`config.mk`:
```
export PLATFORM = sky130hd
export DESIGN_NAME = rbm_input_loader
export DESIGN_NICKNAME = d
export VERILOG_FILES = /design/src/rtl/rbm_input_loader_pkg.sv /design/src/rtl/rbm_frame_buffer.sv /design/src/rtl/rbm_input_loader.sv
export SDC_FILE = /design/constraint.sdc
export NUM_CORES = 1
export LEC_CHECK = 0
export ABC_AREA = 1
export CORE_MARGIN = 2
export CORE_UTILIZATION = 41
export DETAILED_ROUTE_END_ITERATION = 10
export MAX_ROUTING_LAYER = met4
export PLACE_DENSITY = 0.88
export SKIP_CTS_REPAIR_TIMING = 1
export SYNTH_ARGS = -nofsm -noshare
export SYNTH_HDL_FRONTEND = slang
export SYNTH_SLANG_ARGS = --single-unit
export TNS_END_PERCENT = 5
```
`constraint.sdc`:
```
create_clock -name clock -period 3 [get_ports clock]
set_input_delay 0.45 -clock clock [delete_from_list [all_inputs] [get_ports clock]]
set_output_delay 0.45 -clock clock [all_outputs]
set_load 0.1 [all_outputs]
```
`src/rtl/rbm_input_loader_pkg.sv`:
```
// Shared constants and state encoding for the RBM input loader and the layer it feeds.
package rbm_input_loader_pkg;

  typedef enum logic {
    LOAD    = 1'b0,
    PRESENT = 1'b1
  } state_e;

  // The RBM layer uses the same defaults, so the two widths always agree.
  localparam int DEF_BITLENGTH       = 12;
  localparam int DEF_INPUT_DIM       = 15;
  localparam int DEF_PIXEL_BITLENGTH = 8;
  localparam int DEF_COUNT_BITLENGTH = 16;

  function automatic int cursor_width(input int dim);
    return (dim > 1) ? $clog2(dim) : 1;
  endfunction

endpackage

```
`src/rtl/rbm_frame_buffer.sv`:
```
// One bank of binarized visible units: write a slot, optionally clear the tail, read packed.
module rbm_frame_buffer #(
  parameter int bitlength = 12,
  parameter int input_dim = 15,
  parameter int CW        = 4
) (
  input  logic                           clock,
  input  logic                           reset,
  input  logic                           wr_en_i,
  input  logic [CW-1:0]                  wr_idx_i,
  input  logic                           wr_bit_i,
  input  logic                           clr_tail_i,
  output logic [input_dim*bitlength-1:0] rd_data_o
);

  logic [input_dim-1:0] slot_q, slot_d;

  always_comb begin
    slot_d = slot_q;
    if (wr_en_i) begin
      for (int k = 0; k < input_dim; k++) begin
        if (k == int'(wr_idx_i))
          slot_d[k] = wr_bit_i;
        else if (clr_tail_i && (k > int'(wr_idx_i)))
          slot_d[k] = 1'b0;
      end
    end
  end

  always_ff @(posedge clock or posedge reset) begin
    if (reset) slot_q <= '0;
    else       slot_q <= slot_d;
  end

  // Each slot holds a single bit, zero-extended to the layer's slot width.
  for (genvar k = 0; k < input_dim; k++) begin : g_slot
    assign rd_data_o[k*bitlength +: bitlength] = bitlength'(slot_q[k]);
  end

endmodule

```
`src/rtl/rbm_input_loader.sv`:
```
// Binarizes a serial pixel stream into the RBM layer's packed visible vector.
// Define RBM_LOADER_DOUBLE_BUFFER_EN to load the next frame while the current one is presented.
module rbm_input_loader
  import rbm_input_loader_pkg::*;
#(
  parameter int                         bitlength       = DEF_BITLENGTH,
  parameter int                         pixel_bitlength = DEF_PIXEL_BITLENGTH,
  parameter int                         input_dim       = DEF_INPUT_DIM,
  parameter logic [pixel_bitlength-1:0] threshold       = pixel_bitlength'(128),
  parameter int                         count_bitlength = DEF_COUNT_BITLENGTH
) (
  input  logic                           clock,
  input  logic                           reset,
  input  logic [pixel_bitlength-1:0]     PixelData,
  input  logic                           pixel_valid,
  input  logic                           pixel_last,
  output logic                           pixel_ready,
  output logic [input_dim*bitlength-1:0] OutputData,
  output logic                           data_valid,
  input  logic                           layer_finish,
  output logic [count_bitlength-1:0]     frame_count,
  output logic                           short_frame
);

  localparam int CW = cursor_width(input_dim);
  localparam logic [CW-1:0] LAST_IDX = CW'(input_dim - 1);

`ifdef RBM_LOADER_DOUBLE_BUFFER_EN
  localparam int NBANK = 2;
`else
  localparam int NBANK = 1;
`endif

  logic [CW-1:0]              cursor_q;
  logic                       ready_q, valid_q, short_q;
  logic [count_bitlength-1:0] count_q;
  logic                       acc, last_slot, frame_end, clr_tail, wr_bit;
  logic                       fill_sel;
  logic [NBANK-1:0][input_dim*bitlength-1:0] bank_data;

  assign acc       = pixel_valid & ready_q;
  assign last_slot = (cursor_q == LAST_IDX);
  // pixel_last is ignored on the slot that completes the frame anyway.
  assign clr_tail  = pixel_last & ~last_slot;
  assign frame_end = acc & (last_slot | pixel_last);
  assign wr_bit    = (PixelData >= threshold);

  always_ff @(posedge clock or posedge reset) begin
    if (reset) begin
      cursor_q <= '0;
      short_q  <= 1'b0;
    end else begin
      if (frame_end)  cursor_q <= '0;
      else if (acc)   cursor_q <= cursor_q + 1'b1;
      if (acc && clr_tail) short_q <= 1'b1;
    end
  end

  for (genvar b = 0; b < NBANK; b++) begin : g_bank
    rbm_frame_buffer #(
      .bitlength (bitlength),
      .input_dim (input_dim),
      .CW        (CW)
    ) u_buf (
      .clock      (clock),
      .reset      (reset),
      .wr_en_i    (acc & (fill_sel == 1'(b))),
      .wr_idx_i   (cursor_q),
      .wr_bit_i   (wr_bit),
      .clr_tail_i (clr_tail),
      .rd_data_o  (bank_data[b])
    );
  end

`ifdef RBM_LOADER_DOUBLE_BUFFER_EN
  logic front_q, fill_q, pend_q, full_q, full_d;

  assign fill_sel   = fill_q;
  assign OutputData = bank_data[front_q];

  // full: the fill bank holds a finished frame waiting behind the front bank.
  always_comb begin
    full_d = full_q;
    if (valid_q & layer_finish)          full_d = 1'b0;
    else if (frame_end & (valid_q | pend_q)) full_d = 1'b1;
  end

  always_ff @(posedge clock or posedge reset) begin
    if (reset) begin
      front_q <= 1'b0;
      fill_q  <= 1'b0;
      pend_q  <= 1'b0;
      full_q  <= 1'b0;
      ready_q <= 1'b0;
      valid_q <= 1'b0;
      count_q <= '0;
    end else begin
      full_q  <= full_d;
      ready_q <= ~full_d;
      pend_q  <= 1'b0;
      if (valid_q & layer_finish) begin
        valid_q <= 1'b0;
        // Swap now; data_valid comes back after a one-cycle gap.
        if (full_q | frame_end) begin
          front_q <= fill_q;
          fill_q  <= ~fill_q;
          pend_q  <= 1'b1;
        end
      end else if (pend_q) begin
        valid_q <= 1'b1;
        count_q <= count_q + 1'b1;
      end else if (frame_end & ~valid_q) begin
        front_q <= fill_q;
        fill_q  <= ~fill_q;
        valid_q <= 1'b1;
        count_q <= count_q + 1'b1;
      end
    end
  end
`else
  state_e state_q;

  assign fill_sel   = 1'b0;
  assign OutputData = bank_data[0];

  always_ff @(posedge clock or posedge reset) begin
    if (reset) begin
      state_q <= LOAD;
      ready_q <= 1'b0;
      valid_q <= 1'b0;
      count_q <= '0;
    end else begin
      case (state_q)
        LOAD: begin
          ready_q <= 1'b1;
          if (frame_end) begin
            state_q <= PRESENT;
            ready_q <= 1'b0;
            valid_q <= 1'b1;
            count_q <= count_q + 1'b1;
          end
        end
        PRESENT: begin
          if (layer_finish) begin
            state_q <= LOAD;
            ready_q <= 1'b1;
            valid_q <= 1'b0;
          end
        end
        default: state_q <= LOAD;
      endcase
    end
  end
`endif

  assign pixel_ready = ready_q;
  assign data_valid  = valid_q;
  assign frame_count = count_q;
  assign short_frame = short_q;

endmodule

```
==> impl_results.html <==
<table>
<tr><th>Metric</th><th>Value</th></tr>
<tr><th colspan="2">Outcome</th></tr>
<tr><td>Run status</td><td>completed</td></tr>
<tr><th colspan="2">Routing</th></tr>
<tr><td>DRC violation total after the first TritonRoute iteration</td><td>129</td></tr>
<tr><td>Via density</td><td>4.05</td></tr>
<tr><td>Routed len/inst</td><td>9.80 um</td></tr>
<tr><td>Number of detailed-routing iterations run before antenna repair</td><td>4</td></tr>
<tr><td>Drt drc</td><td>0</td></tr>
<tr><td>Overall via count from detail_route</td><td>2414</td></tr>
<tr><td>Count of antenna-violating nets left after detailed routing</td><td>0</td></tr>
<tr><td>Detailed-route wire length</td><td>5840 um</td></tr>
<tr><th colspan="2">Final layout</th></tr>
<tr><td>Total Nets Final</td><td>509</td></tr>
<tr><td>Fraction of final layout cells with drive strength greater than 1</td><td>11.8%</td></tr>
<tr><td>Final design instance area without fill</td><td>0.00330 mm2</td></tr>
<tr><td>Number of cells in the finished layout apart from fillers</td><td>596</td></tr>
<tr><td>Layout area overhead</td><td>-2.80%</td></tr>
<tr><td>ANT cells</td><td>0</td></tr>
<tr><th colspan="2">STA</th></tr>
<tr><td>Timing-limited maximum frequency</td><td>505 MHz</td></tr>
<tr><td>Crit path time final</td><td>1.98 ns</td></tr>
<tr><td>Post-layout worst setup margin</td><td>1.02 ns</td></tr>
<tr><td>RSZ-0062 raised after global routing</td><td>false</td></tr>
<tr><td>Number of pins exceeding their max-slew limit in the final report</td><td>0</td></tr>
<tr><td>Slew of the pin with the lowest slew margin</td><td>0.506 ns</td></tr>
<tr><td>Setup total negative slack</td><td>0 ns</td></tr>
<tr><td>Count of endpoints failing hold in the final timing report</td><td>0</td></tr>
<tr><td>Clock tree skew after final layout</td><td>0.0110 ns</td></tr>
<tr><td>Period Utilization, post-route</td><td>66.0%</td></tr>
<tr><td>Max_slew headroom</td><td>66.3%</td></tr>
<tr><td>Count of final setup violators</td><td>0</td></tr>
<tr><th colspan="2">Critical path</th></tr>
<tr><td>Master of the slowest instance on the critical path</td><td>dfrtp_1</td></tr>
<tr><td>Ordered list of cells on the worst path</td><td>inv_1, ha_1, nand3_2, nand2_2, nand3_2, clkinv_1, nand3b_1, nand2_1</td></tr>
<tr><td>Data required time at the worst endpoint</td><td>3.18 ns</td></tr>
<tr><td>Startpoint types</td><td>flip-flop</td></tr>
<tr><td>Peak fanout along the critical path</td><td>16</td></tr>
<tr><td>Setup crit end kind</td><td>flip-flop</td></tr>
<tr><td>Worst path max stage delay</td><td>0.49 ns</td></tr>
<tr><td>Path depth of the worst reg2reg path</td><td>8</td></tr>
<tr><td>Type of the worst setup path</td><td>flip-flop to flip-flop</td></tr>
<tr><td>Critical path's most frequent cell</td><td>nand3_2</td></tr>
<tr><td>Reg-to-reg slack, setup</td><td>1.02 ns</td></tr>
<tr><td>CP Data Arrival Time</td><td>2.16 ns</td></tr>
<tr><th colspan="2">Placement</th></tr>
<tr><td>Setup slack after placement</td><td>0.910 ns</td></tr>
<tr><td>Post-detail-place hpwl</td><td>4590 um</td></tr>
<tr><td>Number of placed instances, taps included</td><td>588</td></tr>
<tr><td>Placed standard-cell area</td><td>0.00320 mm2</td></tr>
<tr><td>Port-buffer cells</td><td>39</td></tr>
<tr><td>Routability congestion estimate from global placement</td><td>0.867</td></tr>
<tr><th colspan="2">Power</th></tr>
<tr><td>Power dissipated by switching net loads</td><td>1.73 mW</td></tr>
<tr><td>Combinational cell fraction of total power</td><td>60.7%</td></tr>
<tr><td>Highest ir drop seen on vdd</td><td>0.000278 V</td></tr>
<tr><td>Switching Fraction</td><td>64.3%</td></tr>
<tr><td>Relative contribution of the clock network to total power</td><td>14.7%</td></tr>
<tr><td>Relative contribution of sequential cells to total power</td><td>24.6%</td></tr>
<tr><td>Total power</td><td>2.69 mW</td></tr>
<tr><td>Internal power contribution</td><td>0.959 mW</td></tr>
<tr><td>Power density over cell area</td><td>814 mW/mm2</td></tr>
<tr><td>Standby leakage power</td><td>1.82 nW</td></tr>
<tr><th colspan="2">Logic synthesis</th></tr>
<tr><td>Count of distinct cell types in the synthesized netlist</td><td>29</td></tr>
<tr><td>Prevailing post-synth register cell</td><td>dfrtp_1</td></tr>
<tr><td>Post-synthesis area per instance</td><td>7.59 um2</td></tr>
<tr><td>Cell types occupying the most area after synthesis</td><td>buf_4, dfrtp_1, nand2_1</td></tr>
<tr><td>Number of warnings issued by yosys</td><td>0</td></tr>
<tr><td>Number of synthesized register bits</td><td>39</td></tr>
<tr><td>Post-Syn Instances</td><td>447</td></tr>
<tr><td>Synth area leader</td><td>buf_4</td></tr>
<tr><td>Proportion of synthesized chip area in sequential cells</td><td>28.8%</td></tr>
<tr><td>Number of enable-type register cells in the synthesized netlist</td><td>0</td></tr>
<tr><td>Share of the synthesized area in the top cell type</td><td>36.9%</td></tr>
<tr><td>Cell area after synthesis</td><td>0.00339 mm2</td></tr>
<tr><td>List of most frequent post-synthesis cells</td><td>buf_4, nand2_1, dfrtp_1, inv_1, nor2_1</td></tr>
<tr><td>Share of flip-flops with an asynchronous set or reset after synthesis</td><td>100%</td></tr>
<tr><td>Most used standard cell by instance count after synthesis</td><td>buf_4</td></tr>
<tr><th colspan="2">Clock network</th></tr>
<tr><td>CTS tree</td><td>built</td></tr>
<tr><td>TritonCTS buffer count</td><td>5</td></tr>
<tr><td>Root buf cell</td><td>clkbuf_8</td></tr>
<tr><td>Max Buffers Root-to-Sink</td><td>2</td></tr>
<tr><td>Clock transition at path regs</td><td>0.08 ns</td></tr>
<tr><td>Sinks on Clock Net</td><td>39</td></tr>
<tr><td>Clock latency on the worst-skew pair</td><td>0.29 ns</td></tr>
<tr><td>Maximum level of the CTS H-tree</td><td>2</td></tr>
<tr><th colspan="2">Global route</th></tr>
<tr><td>Vias in the first global route</td><td>1875</td></tr>
<tr><td>Pin count of the biggest net entering global routing</td><td>40</td></tr>
<tr><td>Overall global routing resource usage</td><td>12.5%</td></tr>
<tr><td>Wire length of the first global-routing pass</td><td>8600 um</td></tr>
<tr><td>Total congestion overflow</td><td>0</td></tr>
<tr><td>Initial antenna violation count</td><td>0</td></tr>
<tr><th colspan="2">Worst hold path</th></tr>
<tr><td>Hold Path Class</td><td>flip-flop to flip-flop</td></tr>
<tr><td>Number of cells on the worst hold path</td><td>2</td></tr>
<tr><th colspan="2">Die</th></tr>
<tr><td>Vertical die dimension</td><td>95.0 um</td></tr>
<tr><td>Die Wd</td><td>95.0 um</td></tr>
<tr><td>Core ar.</td><td>0.00813 mm2</td></tr>
<tr><td>Boundary pin count</td><td>212</td></tr>
<tr><td>Core Rows</td><td>33</td></tr>
<tr><td>Initial Util</td><td>41.7%</td></tr>
<tr><td>Total Die Area</td><td>0.00902 mm2</td></tr>
<tr><th colspan="2">Flow run</th></tr>
<tr><td>Max capacitance violation total</td><td>0</td></tr>
</table>
layout make-up:
cell class                      instances  area, um2
Fill cell                             827       4830
Inverter                               38        143
Multi-Input combinational cell        362       1600
Sequential cell                        39        976
Clock inverter                          1       7.51
Timing Repair Buffer                   44        343
Tap cell                              105        131
Clock buffer                            7       96.3
routing by layer:
| layer | part of all wire (%) | vias to the layer above | track usage [%] |
|---|---|---|---|
| li1 | - | 1148 | - |
| met1 | 40 | 1114 | 15.5 |
| met2 | 49 | 146 | 20.4 |
| met3 | 9.5 | 6 | 2.39 |
| met4 | 1.5 | 0 | 4.47 |
| met5 | 0 | - | - |
cells by family after synthesis:
kind of cell	after synthesis	synth area share, %
XOR/XNOR	4	1.25
AO/OA/AOI/OAI	38	6.27
flip-flops	39	28.8
other	1	0.110
adder cells (fa/ha/maj)	6	2.21
buffers and inverters	210	42.2
AND/OR/NAND/NOR	149	19.2
state kept, by name, summed over array words and instances, names as in the netlist:
register             count
cursor_q                 4
short_frame              1
g_bank.u_buf.slot_q     15
data_valid               1
state_q                  1
frame_count             16
pixel_ready              1
worst max-delay path, delay by kind of cell (launching register included):
kind,cells,cell delay [ns]
adder cells (fa/ha/maj),1,0.24
buffers and inverters,2,0.47
flip-flops,1,0.49
AND/OR/NAND/NOR,5,0.65
worst paths after layout:
kind                                                 start                         end
max in group asynchronous                            reset   g_bank[0].u_buf.slot_q[5]
worst min-delay path            g_bank[0].u_buf.slot_q[10]  g_bank[0].u_buf.slot_q[10]
worst max register to register                 cursor_q[0]              frame_count[4]
worst max-delay path                           cursor_q[0]              frame_count[4]
worst min register to register  g_bank[0].u_buf.slot_q[10]  g_bank[0].u_buf.slot_q[10]
min in group asynchronous                            reset   g_bank[0].u_buf.slot_q[0]
metrics by stage:
stage	utilization, %	hold WS (ns)
3_3_place_gp	39.3	0.458
4_1_cts	40.6	0.490
5_1_grt	40.6	0.519
6_report	40.6	0.485
3_5_place_dp	39.3	0.472
2_1_floorplan	-	0.455
power by group through the flow:
stage	logic, mW	clock network [mW]	registers (mW)
after floorplan	1.26	0	1.04
after global placement	1.62	0	0.665
after detailed placement	1.63	0	0.671
after CTS	1.63	0.413	0.661
after global routing	1.69	0.432	0.673
final	1.63	0.395	0.660
cell usage in the layout, fill, tap and decap left out:
master and instances:
a22oi_2 1, o22ai_1 9, buf_4 39, conb_1 165, o21ai_2 1, nand3_2 3
nor3b_1 1, nand3_1 18, nor2_2 2, clkinvlp_4 1, nand4_1 7, nor2_1 20
or2_2 1, inv_1 37, o21ai_0 17, clkbuf_8 7, nand2_1 88, o21ai_1 1
a21oi_1 9, xnor2_2 1, nor3_1 5, xnor2_1 3, nand2_2 1, clkinv_1 1
nand3b_1 2, ha_1 6, nor2_4 1, clkdlybuf4s50_1 5, dfrtp_1 39
Note: power is estimated with default switching activity, not from simulation.
